$ cat config.mk
export PLATFORM = sky130hd
export DESIGN_NAME = char_column_feeder
export DESIGN_NICKNAME = d
export VERILOG_FILES = /design/src/rtl/matrix_pkg.sv /design/src/rtl/font_rom_5x7.sv /design/src/rtl/char_column_feeder.sv
export SDC_FILE = /design/constraint.sdc
export NUM_CORES = 1
export LEC_CHECK = 0
export CAP_MARGIN = 30
export CORE_AREA = 2 2 207 107
export DETAILED_ROUTE_END_ITERATION = 12
export DIE_AREA = 0 0 209 109
export GPL_TIMING_DRIVEN = 1
export PLACE_DENSITY_LB_ADDON = 0.1
export SYNTH_ARGS = -nofsm -noshare
export SYNTH_HDL_FRONTEND = slang
export SYNTH_HIERARCHICAL = 1
export SYNTH_SLANG_ARGS = --single-unit
$ cat constraint.sdc
create_clock -name in_clk -period 8.9 [get_ports in_clk]
set_input_delay 1.78 -clock in_clk [delete_from_list [all_inputs] [get_ports in_clk]]
set_output_delay 1.78 -clock in_clk [all_outputs]
set_load 0.05 [all_outputs]
$ cat src/rtl/matrix_pkg.sv
// Shared types and constants for the matrix scroller front end: FSM encoding,
// ASCII codes of the supported character set and the glyph index layout.
package matrix_pkg;

  localparam int unsigned GLYPH_W_DEF = 5;
  localparam int unsigned ROW_BITS    = 8;
  localparam int unsigned GLYPH_IDX_W = 6;
  localparam int unsigned COL_IDX_W   = 3;

  typedef enum logic [1:0] {
    StIdle  = 2'd0,
    StGlyph = 2'd1,
    StGap   = 2'd2
  } state_e;

  localparam logic [7:0] ASCII_SPACE = 8'h20;
  localparam logic [7:0] ASCII_BANG  = 8'h21;
  localparam logic [7:0] ASCII_DASH  = 8'h2D;
  localparam logic [7:0] ASCII_DOT   = 8'h2E;
  localparam logic [7:0] ASCII_0     = 8'h30;
  localparam logic [7:0] ASCII_9     = 8'h39;
  localparam logic [7:0] ASCII_UA    = 8'h41;
  localparam logic [7:0] ASCII_UZ    = 8'h5A;
  localparam logic [7:0] ASCII_LA    = 8'h61;
  localparam logic [7:0] ASCII_LZ    = 8'h7A;
  localparam logic [7:0] ASCII_CASE  = 8'h20;

  // Glyph index layout: blank, digits 0-9, letters A-Z, then punctuation.
  localparam logic [GLYPH_IDX_W-1:0] GLYPH_BLANK   = 6'd0;
  localparam logic [GLYPH_IDX_W-1:0] GLYPH_DIGIT0  = 6'd1;
  localparam logic [GLYPH_IDX_W-1:0] GLYPH_ALPHA_A = 6'd11;
  localparam logic [GLYPH_IDX_W-1:0] GLYPH_BANG    = 6'd37;
  localparam logic [GLYPH_IDX_W-1:0] GLYPH_DOT     = 6'd38;
  localparam logic [GLYPH_IDX_W-1:0] GLYPH_DASH    = 6'd39;

endpackage

$ cat src/rtl/font_rom_5x7.sv
// Combinational 5x7 font: ASCII-to-glyph-index map plus (glyph, column) lookup.
// Column bytes are LSB = top row; bit 7 is always 0.
module font_rom_5x7
  import matrix_pkg::*;
(
  input  logic [7:0]             i_ascii,
  output logic [GLYPH_IDX_W-1:0] o_glyph,
  input  logic [GLYPH_IDX_W-1:0] i_glyph,
  input  logic [COL_IDX_W-1:0]   i_col,
  output logic [ROW_BITS-1:0]    o_col
);

  logic [7:0]  w_upper;
  logic [39:0] w_bits;
  logic [7:0]  w_sel;

  assign w_upper = (i_ascii >= ASCII_LA && i_ascii <= ASCII_LZ) ? (i_ascii - ASCII_CASE) : i_ascii;

  always_comb begin
    o_glyph = GLYPH_BLANK;
    if (w_upper >= ASCII_0 && w_upper <= ASCII_9) begin
      o_glyph = GLYPH_DIGIT0 + GLYPH_IDX_W'(w_upper - ASCII_0);
    end else if (w_upper >= ASCII_UA && w_upper <= ASCII_UZ) begin
      o_glyph = GLYPH_ALPHA_A + GLYPH_IDX_W'(w_upper - ASCII_UA);
    end else begin
      case (w_upper)
        ASCII_SPACE: o_glyph = GLYPH_BLANK;
        ASCII_BANG:  o_glyph = GLYPH_BANG;
        ASCII_DOT:   o_glyph = GLYPH_DOT;
        ASCII_DASH:  o_glyph = GLYPH_DASH;
        default:     o_glyph = GLYPH_BLANK;
      endcase
    end
  end

  // Leftmost column sits in the most significant byte of each entry.
  always_comb begin
    w_bits = 40'h0;
    case (i_glyph)
      6'd1:  w_bits = 40'h3E5149453E;
      6'd2:  w_bits = 40'h00427F4000;
      6'd3:  w_bits = 40'h4261514946;
      6'd4:  w_bits = 40'h2141454B31;
      6'd5:  w_bits = 40'h1814127F10;
      6'd6:  w_bits = 40'h2745454539;
      6'd7:  w_bits = 40'h3C4A494930;
      6'd8:  w_bits = 40'h0171090503;
      6'd9:  w_bits = 40'h3649494936;
      6'd10: w_bits = 40'h064949291E;
      6'd11: w_bits = 40'h7E1111117E;
      6'd12: w_bits = 40'h7F49494936;
      6'd13: w_bits = 40'h3E41414122;
      6'd14: w_bits = 40'h7F4141221C;
      6'd15: w_bits = 40'h7F49494941;
      6'd16: w_bits = 40'h7F09090901;
      6'd17: w_bits = 40'h3E4149497A;
      6'd18: w_bits = 40'h7F0808087F;
      6'd19: w_bits = 40'h00417F4100;
      6'd20: w_bits = 40'h2040413F01;
      6'd21: w_bits = 40'h7F08142241;
      6'd22: w_bits = 40'h7F40404040;
      6'd23: w_bits = 40'h7F020C027F;
      6'd24: w_bits = 40'h7F0408107F;
      6'd25: w_bits = 40'h3E4141413E;
      6'd26: w_bits = 40'h7F09090906;
      6'd27: w_bits = 40'h3E4151215E;
      6'd28: w_bits = 40'h7F09192946;
      6'd29: w_bits = 40'h4649494931;
      6'd30: w_bits = 40'h01017F0101;
      6'd31: w_bits = 40'h3F4040403F;
      6'd32: w_bits = 40'h1F2040201F;
      6'd33: w_bits = 40'h3F4038403F;
      6'd34: w_bits = 40'h6314081463;
      6'd35: w_bits = 40'h0708700807;
      6'd36: w_bits = 40'h6151494543;
      6'd37: w_bits = 40'h00005F0000;
      6'd38: w_bits = 40'h0060600000;
      6'd39: w_bits = 40'h0808080808;
      default: w_bits = 40'h0;
    endcase
  end

  always_comb begin
    w_sel = 8'h00;
    case (i_col)
      3'd0:    w_sel = w_bits[39:32];
      3'd1:    w_sel = w_bits[31:24];
      3'd2:    w_sel = w_bits[23:16];
      3'd3:    w_sel = w_bits[15:8];
      3'd4:    w_sel = w_bits[7:0];
      default: w_sel = 8'h00;
    endcase
  end

  assign o_col = {1'b0, w_sel[6:0]};

endmodule

$ cat src/rtl/char_column_feeder.sv
// Character FIFO feeding a font-expanding FSM; streams 8-bit glyph columns with a
// registered valid/ready output toward the matrix scroller.
module char_column_feeder
  import matrix_pkg::*;
#(
  parameter int unsigned FIFO_DEPTH = 16,
  parameter int unsigned GLYPH_W    = GLYPH_W_DEF,
  parameter int unsigned GAP_COLS   = 1,
  parameter int unsigned IDLE_BLANK = 1
) (
  input  logic                          in_clk,
  input  logic                          rst,
  input  logic [7:0]                    in_char,
  input  logic                          in_char_valid,
  output logic                          ou_char_ready,
  output logic [ROW_BITS-1:0]           ou_col,
  output logic                          ou_col_valid,
  input  logic                          in_col_ready,
  output logic                          ou_busy,
  output logic [$clog2(FIFO_DEPTH):0]   ou_fifo_count
);

  localparam int unsigned AW = $clog2(FIFO_DEPTH);
  localparam int unsigned CW = AW + 1;
  localparam logic [CW-1:0] DEPTH_C = CW'(FIFO_DEPTH);
  localparam logic [COL_IDX_W-1:0] LAST_COL = COL_IDX_W'(GLYPH_W - 1);
  localparam logic [1:0] LAST_GAP = (GAP_COLS == 0) ? 2'd0 : 2'(GAP_COLS - 1);

  logic [7:0]             r_mem [FIFO_DEPTH];
  logic [AW-1:0]          r_wr_ptr, r_rd_ptr;
  logic [CW-1:0]          r_count;
  state_e                 r_state, w_state_d;
  logic [GLYPH_IDX_W-1:0] r_glyph, w_glyph_d;
  logic [COL_IDX_W-1:0]   r_col_idx, w_col_idx_d;
  logic [1:0]             r_gap_cnt, w_gap_cnt_d;
  logic [ROW_BITS-1:0]    r_col, w_col_d;
  logic                   r_col_valid, w_col_valid_d;

  logic                   w_push, w_pop, w_fifo_empty, w_slot_free;
  logic [GLYPH_IDX_W-1:0] w_head_glyph;
  logic [ROW_BITS-1:0]    w_rom_col;

  assign ou_char_ready = (r_count < DEPTH_C) && rst;
  assign w_push        = in_char_valid && ou_char_ready;
  assign w_fifo_empty  = (r_count == '0);
  assign w_slot_free   = !r_col_valid || in_col_ready;

  font_rom_5x7 u_font (
    .i_ascii (r_mem[r_rd_ptr]),
    .o_glyph (w_head_glyph),
    .i_glyph (r_glyph),
    .i_col   (r_col_idx),
    .o_col   (w_rom_col)
  );

  always_ff @(posedge in_clk) begin
    if (w_push) begin
      r_mem[r_wr_ptr] <= in_char;
    end
  end

  always_ff @(posedge in_clk) begin
    if (!rst) begin
      r_wr_ptr <= '0;
      r_rd_ptr <= '0;
      r_count  <= '0;
    end else begin
      if (w_push) r_wr_ptr <= r_wr_ptr + AW'(1);
      if (w_pop)  r_rd_ptr <= r_rd_ptr + AW'(1);
      if (w_push && !w_pop) begin
        r_count <= r_count + CW'(1);
      end else if (w_pop && !w_push) begin
        r_count <= r_count - CW'(1);
      end
    end
  end

  // The output register is only reloaded when the slot is free, so a stalled column
  // (glyph or idle blank) holds until the scroller takes it.
  always_comb begin
    w_state_d     = r_state;
    w_glyph_d     = r_glyph;
    w_col_idx_d   = r_col_idx;
    w_gap_cnt_d   = r_gap_cnt;
    w_col_d       = r_col;
    w_col_valid_d = r_col_valid;
    w_pop         = 1'b0;
    if (w_slot_free) begin
      unique case (r_state)
        StIdle: begin
          w_col_d = '0;
          if (!w_fifo_empty) begin
            w_pop         = 1'b1;
            w_glyph_d     = w_head_glyph;
            w_col_idx_d   = '0;
            w_state_d     = StGlyph;
            w_col_valid_d = 1'b0;
          end else begin
            w_col_valid_d = (IDLE_BLANK != 0);
          end
        end
        StGlyph: begin
          w_col_d       = w_rom_col;
          w_col_valid_d = 1'b1;
          w_col_idx_d   = r_col_idx + COL_IDX_W'(1);
          if (r_col_idx == LAST_COL) begin
            if (GAP_COLS != 0) begin
              w_state_d   = StGap;
              w_gap_cnt_d = '0;
            end else if (!w_fifo_empty) begin
              w_pop       = 1'b1;
              w_glyph_d   = w_head_glyph;
              w_col_idx_d = '0;
            end else begin
              w_state_d = StIdle;
            end
          end
        end
        StGap: begin
          w_col_d       = '0;
          w_col_valid_d = 1'b1;
          w_gap_cnt_d   = r_gap_cnt + 2'd1;
          if (r_gap_cnt == LAST_GAP) begin
            if (!w_fifo_empty) begin
              // Next character starts while the last gap column loads: no bubble.
              w_pop       = 1'b1;
              w_glyph_d   = w_head_glyph;
              w_col_idx_d = '0;
              w_state_d   = StGlyph;
            end else begin
              w_state_d = StIdle;
            end
          end
        end
        default: begin
          w_state_d     = StIdle;
          w_col_valid_d = 1'b0;
        end
      endcase
    end
  end

  always_ff @(posedge in_clk) begin
    if (!rst) begin
      r_state     <= StIdle;
      r_glyph     <= GLYPH_BLANK;
      r_col_idx   <= '0;
      r_gap_cnt   <= '0;
      r_col       <= '0;
      r_col_valid <= 1'b0;
    end else begin
      r_state     <= w_state_d;
      r_glyph     <= w_glyph_d;
      r_col_idx   <= w_col_idx_d;
      r_gap_cnt   <= w_gap_cnt_d;
      r_col       <= w_col_d;
      r_col_valid <= w_col_valid_d;
    end
  end

  assign ou_col        = r_col;
  assign ou_col_valid  = r_col_valid;
  assign ou_busy       = (r_count != '0) || (r_state != StIdle);
  assign ou_fifo_count = r_count;

endmodule

==> key figures, run 1 <==
Run status
  – Status: finished, final reports clean

Clocking
  – Clock Sinks: approximately 170
  – Root buf cell: clkbuf_16
  – Setup Fix Bufs, Post-CTS: 0
  – TritonCTS clock tree: done
  – Worst-Skew Late Latency: 430 ps
  – Maximum clock path buffer count: 2
  – CTS resizes: 0
  – CTS buffer count: 17
  – H-tree depth: 4
  – Hold buffers post-CTS: 0
  – Clk slew on worst S/H paths: 60 ps

Logic synthesis
  – Syn. warnings: 6
  – Post-Synth Simple-Gate Area: 14.03%
  – Yosys reg bits: 167
  – Post-synthesis mux area share: 10.12%
  – Synth unique cells: 88
  – Prevailing post-synth register cell: edfxtp_1
  – Mapped Area: ~9500 um^2
  – Largest family of logic cells by synthesized area: compound AO/OA/AOI/OAI gates
  – Post-synth EDFFs: roughly 130
  – Async SR Flop Fraction: 0%
  – Synth Area in Compound Gates: 16.36%
  – Syn nets: 888
  – Post-synthesis instance total: 839
  – Adder-Cell Fraction of Synth Area: 4.944%
  – Post-synthesis sequential area ratio: 48.60%
  – Syn avg cell area: 11.34 um^2
  – XOR/XNOR Fraction of Synth Area: 1.289%

Critical path
  – CP max stage delay: 820 ps
  – R2R setup slack: roughly 4800 ps
  – Crit Path Category: input pin to primary output
  – Worst setup EP type: primary output
  – Worst-case reg-to-reg path depth: 13
  – Critical path's slowest cell: clkdlybuf4s50_1
  – CP cell instances: clkdlybuf4s50_1 -> clkinv_1 -> buf_8 -> nor2_1 -> clkdlybuf4s50_1
  – Reg-to-Reg End: r_glyph[3]$_SDFFE_PN0P_
  – Top cell by count, worst path: clkdlybuf4s50_1
  – Crit-path max FO: 18
  – CP Launch Type: input pin
  – CP arrival: 4180 ps
  – Crit path required time: 7120 ps

Placed design
  – Hpwl dp: 18,640 um
  – Dpl cells: 1,098
  – GPL Wtd Cong: 0.9991
  – Port buffer count: 27

GRT
  – First-pass GRT wire length: ~41,000 um
  – Initial antenna violation count: 1
  – Grt total ovfl: 0
  – Total GRT Usage: 24.28%
  – Vias in the first global route: 6,809
  – Largest net degree at the start of global routing: 80

Hold path
  – Hold depth: 2
  – Worst Min Path Start: ou_col[4]$_SDFFE_PN0P_
  – Worst Hold Class: flop to flop
  – Worst Hold Path EP: ou_col[4]$_SDFFE_PN0P_

Floorplanning
  – Die Y: between 100 and 150 um
  – Die Wd: about 210 um
  – Number of I/O pins: 28
  – Die area: 22,780 um^2
  – CORE AREA: 21,160 um^2
  – Num rows: 38
  – Initial Util: between 40 and 50%

Timing
  – Max-slew violation count: 0
  – Final setup vio count: 0
  – Post-route setup TNS: 0 ps
  – Tightest Pin Transition: 961.4 ps
  – Relative slew slack: around a third
  – Fmax: between 150 and 200 MHz
  – WHS: 464.1 ps
  – Tmin final: 5958 ps
  – Clock skew: about 13 ps
  – RSZ-0062 raised after global routing: no
  – Tcrit/Tclk final: 66.94%
  – Hold Fails Final Rpt: 0

Drt
  – Drc violations: 0
  – Via-per-instance ratio: 6.296
  – Routed Antenna Nets: 0
  – Router iterations before antenna repair: 5
  – DRT iter0 DRCs: 832
  – Via Count: 7,121
  – Final WL: ~27,000 um
  – Drt wl/cell: 23.67 um

Finish
  – Most frequent cells in the layout: 128 x edfxtp_1, 63 x nand2_1, 57 x a21oi_1
  – NumNets Final: 887
  – Post-layout util: 49.62%
  – Commonest non-fill, non-tap cell in the layout: edfxtp_1
  – Final Non-Filler Cells: ~1,100
  – Share of cells above drive strength 1: 11.88%
  – Synthesis-to-finish area growth: 10.32%

Pwr
  – Static Leakage: 0.003548 uW
  – Pwr Density: 293.9 nW/um^2
  – Total power: 3085 uW
  – Worst vdd ir: 0.1654 mV

Run
  – MaxCap Viol Count: 0
[worst max-delay path by stage]
stage,start,endpoint,cells after the start
global route,rst,ou_char_ready,5
finish,rst,ou_char_ready,5
CTS,rst,ou_char_ready,4
detailed placement,rst,ou_char_ready,4
global placement,rst,ou_char_ready,4
floorplan,rst,ou_char_ready,2
[flip-flops by register name, indices dropped and copies added, names as in the netlist, named ones only]
signal / flops
r_wr_ptr: 4
r_gap_cnt: 2
r_col_idx: 3
r_mem: 128
r_state: 2
r_glyph: 6
ou_col_valid: 1
ou_fifo_count: 5
ou_col: 8
r_rd_ptr: 4
[cell type report]
type | count | area [um^2]
clock buffers | 18 | 429.2
diodes | 1 | 2.502
clock inverters | 13 | 131.4
repair buffers | 44 | 402.9
inverters | 27 | 101.3
flip-flops and latches | 167 | 4628
well taps | 280 | 350.3
multi-input cells | 581 | 4452
fillers | 1848 | 10660
[logic make-up after synthesis]
family	after synthesis
adder cells (fa/ha/maj)	37
XOR/XNOR	14
buffers and inverters	91
other	1
flip-flops	167
AO/OA/AOI/OAI	220
multiplexers	50
AND/OR/NAND/NOR	259
[stage by stage]
| step | area (um^2) | setup slack, ps |
|---|---|---|
| finish | 10500 | 2942 |
| global route | 10500 | 2785 |
| CTS | 10480 | 2634 |
| detailed placement | 9920 | 2654 |
| global placement | 9915 | 2695 |
| floorplan | 9515 | 4494 |
[Yosys cell counts, drive strengths merged (4+ instances only)]
cell type  count  area, um^2
buf           40       247.7
nor2b         19       118.9
or3            4       30.03
o221ai         9       78.83
or2            6       37.54
nor2          52       195.2
edfxtp       128        3844
nand4         11       68.82
a31oi         12       75.07
a21oi         57       285.3
nor3b          7       57.55
nand2b        20       125.1
o31ai          8       60.06
mux2i          7       70.07
inv           24       90.08
nand3         35       175.2
o211ai        11       82.58
nand2         64       242.7
xnor2          5       43.79
a211oi        10       105.1
a22oi         19       142.6
ha            36       450.4
and3b          4       35.03
a21o           5       37.54
a21boi         4       30.03
nand3b         4       30.03
a221oi         4       41.29
o21ai         38       190.2
mux2          11       127.6
and2           6       37.54
xor2           9       78.83
dfxtp         39       780.8
clkbuf        24       90.09
mux4          32       765.7
nor3          16       91.34
[where the power goes]
group | leakage, uW | internal, uW | total (uW) | switching, uW
Combinational | 0.00181 | 513 | 1430 | 921
Sequential | 0.00147 | 883 | 946 | 63.3
Clock | 0.000270 | 409 | 705 | 296
Total | 0.00355 | 1800 | 3090 | 1280
[worst max-delay path, delay by kind of cell]
family | cells | cell delay (ps)
AND/OR/NAND/NOR | 1 | 130
buffers and inverters | 4 | 2260
[routing by layer]
metal / vias up / wire length [um] / part of all wire [%] / track usage (%)
met1: 3618 / 13560 / 51 / 37.29
met5: - / 13 / 0.049 / 0
met3: 17 / 2780 / 10 / 9.937
met2: 272 / 10260 / 38 / 31.60
met4: 2 / 147 / 0.55 / 4.286
li1: 3212 / - / - / -
(Power assumes the default switching activity.)
==> inputs of run 2 (changes only) <==
Clock period 8.9 ns to 5.38 ns, I/O delays scaled along.
==> key figures, run 2 (synthesis gave the netlist of run 1 again) <==
Timing
  – Fmax: 252.4 MHz
  – RSZ-0062 raised after global routing: no (unchanged)
  – Post-route setup TNS: 0 ps (unchanged)
  – Final setup vio count: 0 (unchanged)
  – Relative slew slack: 29.08% (was 35.23%)
  – Max-slew violation count: 0 (unchanged)
  – Tightest Pin Transition: 1060 ps (was 961.4 ps)
  – Clock skew: 15.60 ps (was 12.95 ps)
  – Tmin final: 3963 ps
  – Hold Fails Final Rpt: 0 (unchanged)
  – Tcrit/Tclk final: 73.66%

Clocking
  – Maximum clock path buffer count: 2 (unchanged)
  – Setup Fix Bufs, Post-CTS: 0 (unchanged)
  – TritonCTS clock tree: done (unchanged)
  – H-tree depth: 4 (unchanged)
  – Clk slew on worst S/H paths: 70 ps (was 60 ps)
  – Hold buffers post-CTS: 0 (unchanged)
  – Worst-Skew Late Latency: 430 ps (about the same)
  – Clock Sinks: 167 (unchanged)
  – CTS buffer count: 17 (unchanged)
  – Root buf cell: clkbuf_16 (unchanged)
  – CTS resizes: 0 (unchanged)

Drt
  – Routed Antenna Nets: 0 (unchanged)
  – Drc violations: 0 (unchanged)
  – Router iterations before antenna repair: 5 (unchanged)
  – DRT iter0 DRCs: 1,036 (was 832)
  – Via-per-instance ratio: 6.271 (was 6.296)
  – Drt wl/cell: 23.40 um (was 23.67 um)
  – Via Count: 7,168 (was 7,121)
  – Final WL: 26,740 um (was 26,770 um)

Critical path
  – Crit-path max FO: 26 (was 18)
  – Worst setup EP type: flop (was primary output)
  – CP Launch Type: flop (was input pin)
  – CP arrival: 4310 ps (was 4180 ps)
  – Crit Path Category: flop to flop (was input pin to primary output)
  – Crit path required time: 5730 ps (was 7120 ps)
  – R2R setup slack: 1420 ps (was 4830 ps)

Floorplanning
  – Die area: 22,780 um^2 (unchanged)
  – CORE AREA: 21,160 um^2 (unchanged)
  – Die Wd: 209 um (unchanged)
  – Die Y: 109 um (unchanged)
  – Initial Util: 44.97% (unchanged)
  – Num rows: 38 (unchanged)
  – Number of I/O pins: 28 (unchanged)

Finish
  – Inserted Diodes: 0 (was 1)
  – Share of cells above drive strength 1: 13.56% (was 11.88%)
  – Most frequent cells in the layout: 128 x edfxtp_1, 63 x nand2_1, 57 x a21oi_1 (unchanged)
  – NumNets Final: 899 (was 887)
  – Top reg by flops: r_mem (unchanged)
  – Max FFs per register: 128 (unchanged)
  – Synthesis-to-finish area growth: 11.33% (was 10.32%)
  – Commonest non-fill, non-tap cell in the layout: edfxtp_1 (unchanged)
  – Cell area after layout: 10,590 um^2 (was 10,500 um^2)
  – Post-layout util: 50.07% (was 49.62%)

Run status
  – Status: finished, final reports clean (unchanged)

Pwr
  – Pwr Density: 479.9 nW/um^2 (was 293.9 nW/um^2)
  – Worst vdd ir: 0.4186 mV (was 0.1654 mV)
  – Static Leakage: 0.003615 uW (was 0.003548 uW)

Placed design
  – Hpwl dp: 18,910 um (was 18,640 um)
  – Port buffer count: 27 (unchanged)
  – GPL Wtd Cong: 0.9906 (was 0.9991)
  – Placed Area: 10000 um^2 (was 9920 um^2)

GRT
  – Initial antenna violation count: 0 (was 1)
  – Total GRT Usage: 24.34% (was 24.28%)
  – First-pass GRT wire length: 41,030 um (was 40,710 um)
  – Grt total ovfl: 0 (unchanged)
  – Largest net degree at the start of global routing: 68 (was 80)
  – Vias in the first global route: 6,717 (was 6,809)

Hold path
  – Worst Hold Class: flop to flop (unchanged)

Run
  – MaxCap Viol Count: 0 (unchanged)
[run 2: metrics by stage]
stage / hold slack, ps / total power, uW / cells / worst slack [ps]
after floorplan: 444.0 / 3278 / 839 / 2209
after global placement: 442.5 / 3839 / 1099 / 1494
after detailed placement: 448.2 / 3857 / 1109 / 1500
after CTS: 459.7 / 5014 / 1141 / 1467
after global routing: 475.5 / 5354 / 1143 / 982.6
final: 457.3 / 5084 / 1143 / 1417
[run 2: routing by layer]
metal | global-route usage (%) | vias to the layer above | wire [um]
met4 | 4.388 | 0 | 159
met1 | 38.50 | 3598 | 13890
met2 | 30.69 | 307 | 9932
met3 | 9.361 | 18 | 2763
li1 | - | 3245 | -
met5 | 0 | - | 0
[run 2: cell type report]
class,count,area [um^2]
flip-flops and latches,167,4628
fillers,1850,10560
inverters,27,101.3
repair buffers,56,503.0
multi-input cells,581,4452
clock buffers,19,432.9
well taps,280,350.3
clock inverters,13,126.4
[run 2: critical path, stage by stage (launching register included)]
cell and delay (ps):
dfxtp_2 930, mux4_1 680, a22oi_1 190, nand2_1 220, inv_1 200, ha_1 210
nand2b_1 110, a21oi_1 70, o31ai_1 650, a311oi_1 200, a31oi_1 190, nand3_1 90
a21oi_1 140
[run 2: final timing paths]
path                                from                 endpoint  cells after the start
setup / recovery                    flop  r_glyph[3]$_SDFFE_PN0P_                     12
hold / removal    ou_col[5]$_SDFFE_PN0P_   ou_col[5]$_SDFFE_PN0P_                      2
setup reg to reg                    flop  r_glyph[3]$_SDFFE_PN0P_                     12
hold reg to reg   ou_col[5]$_SDFFE_PN0P_   ou_col[5]$_SDFFE_PN0P_                      2
[run 2: power breakdown]
group	switching, uW	internal [uW]
logic	1460	867
registers	146	1460
clock network	511	641
total	2120	2970
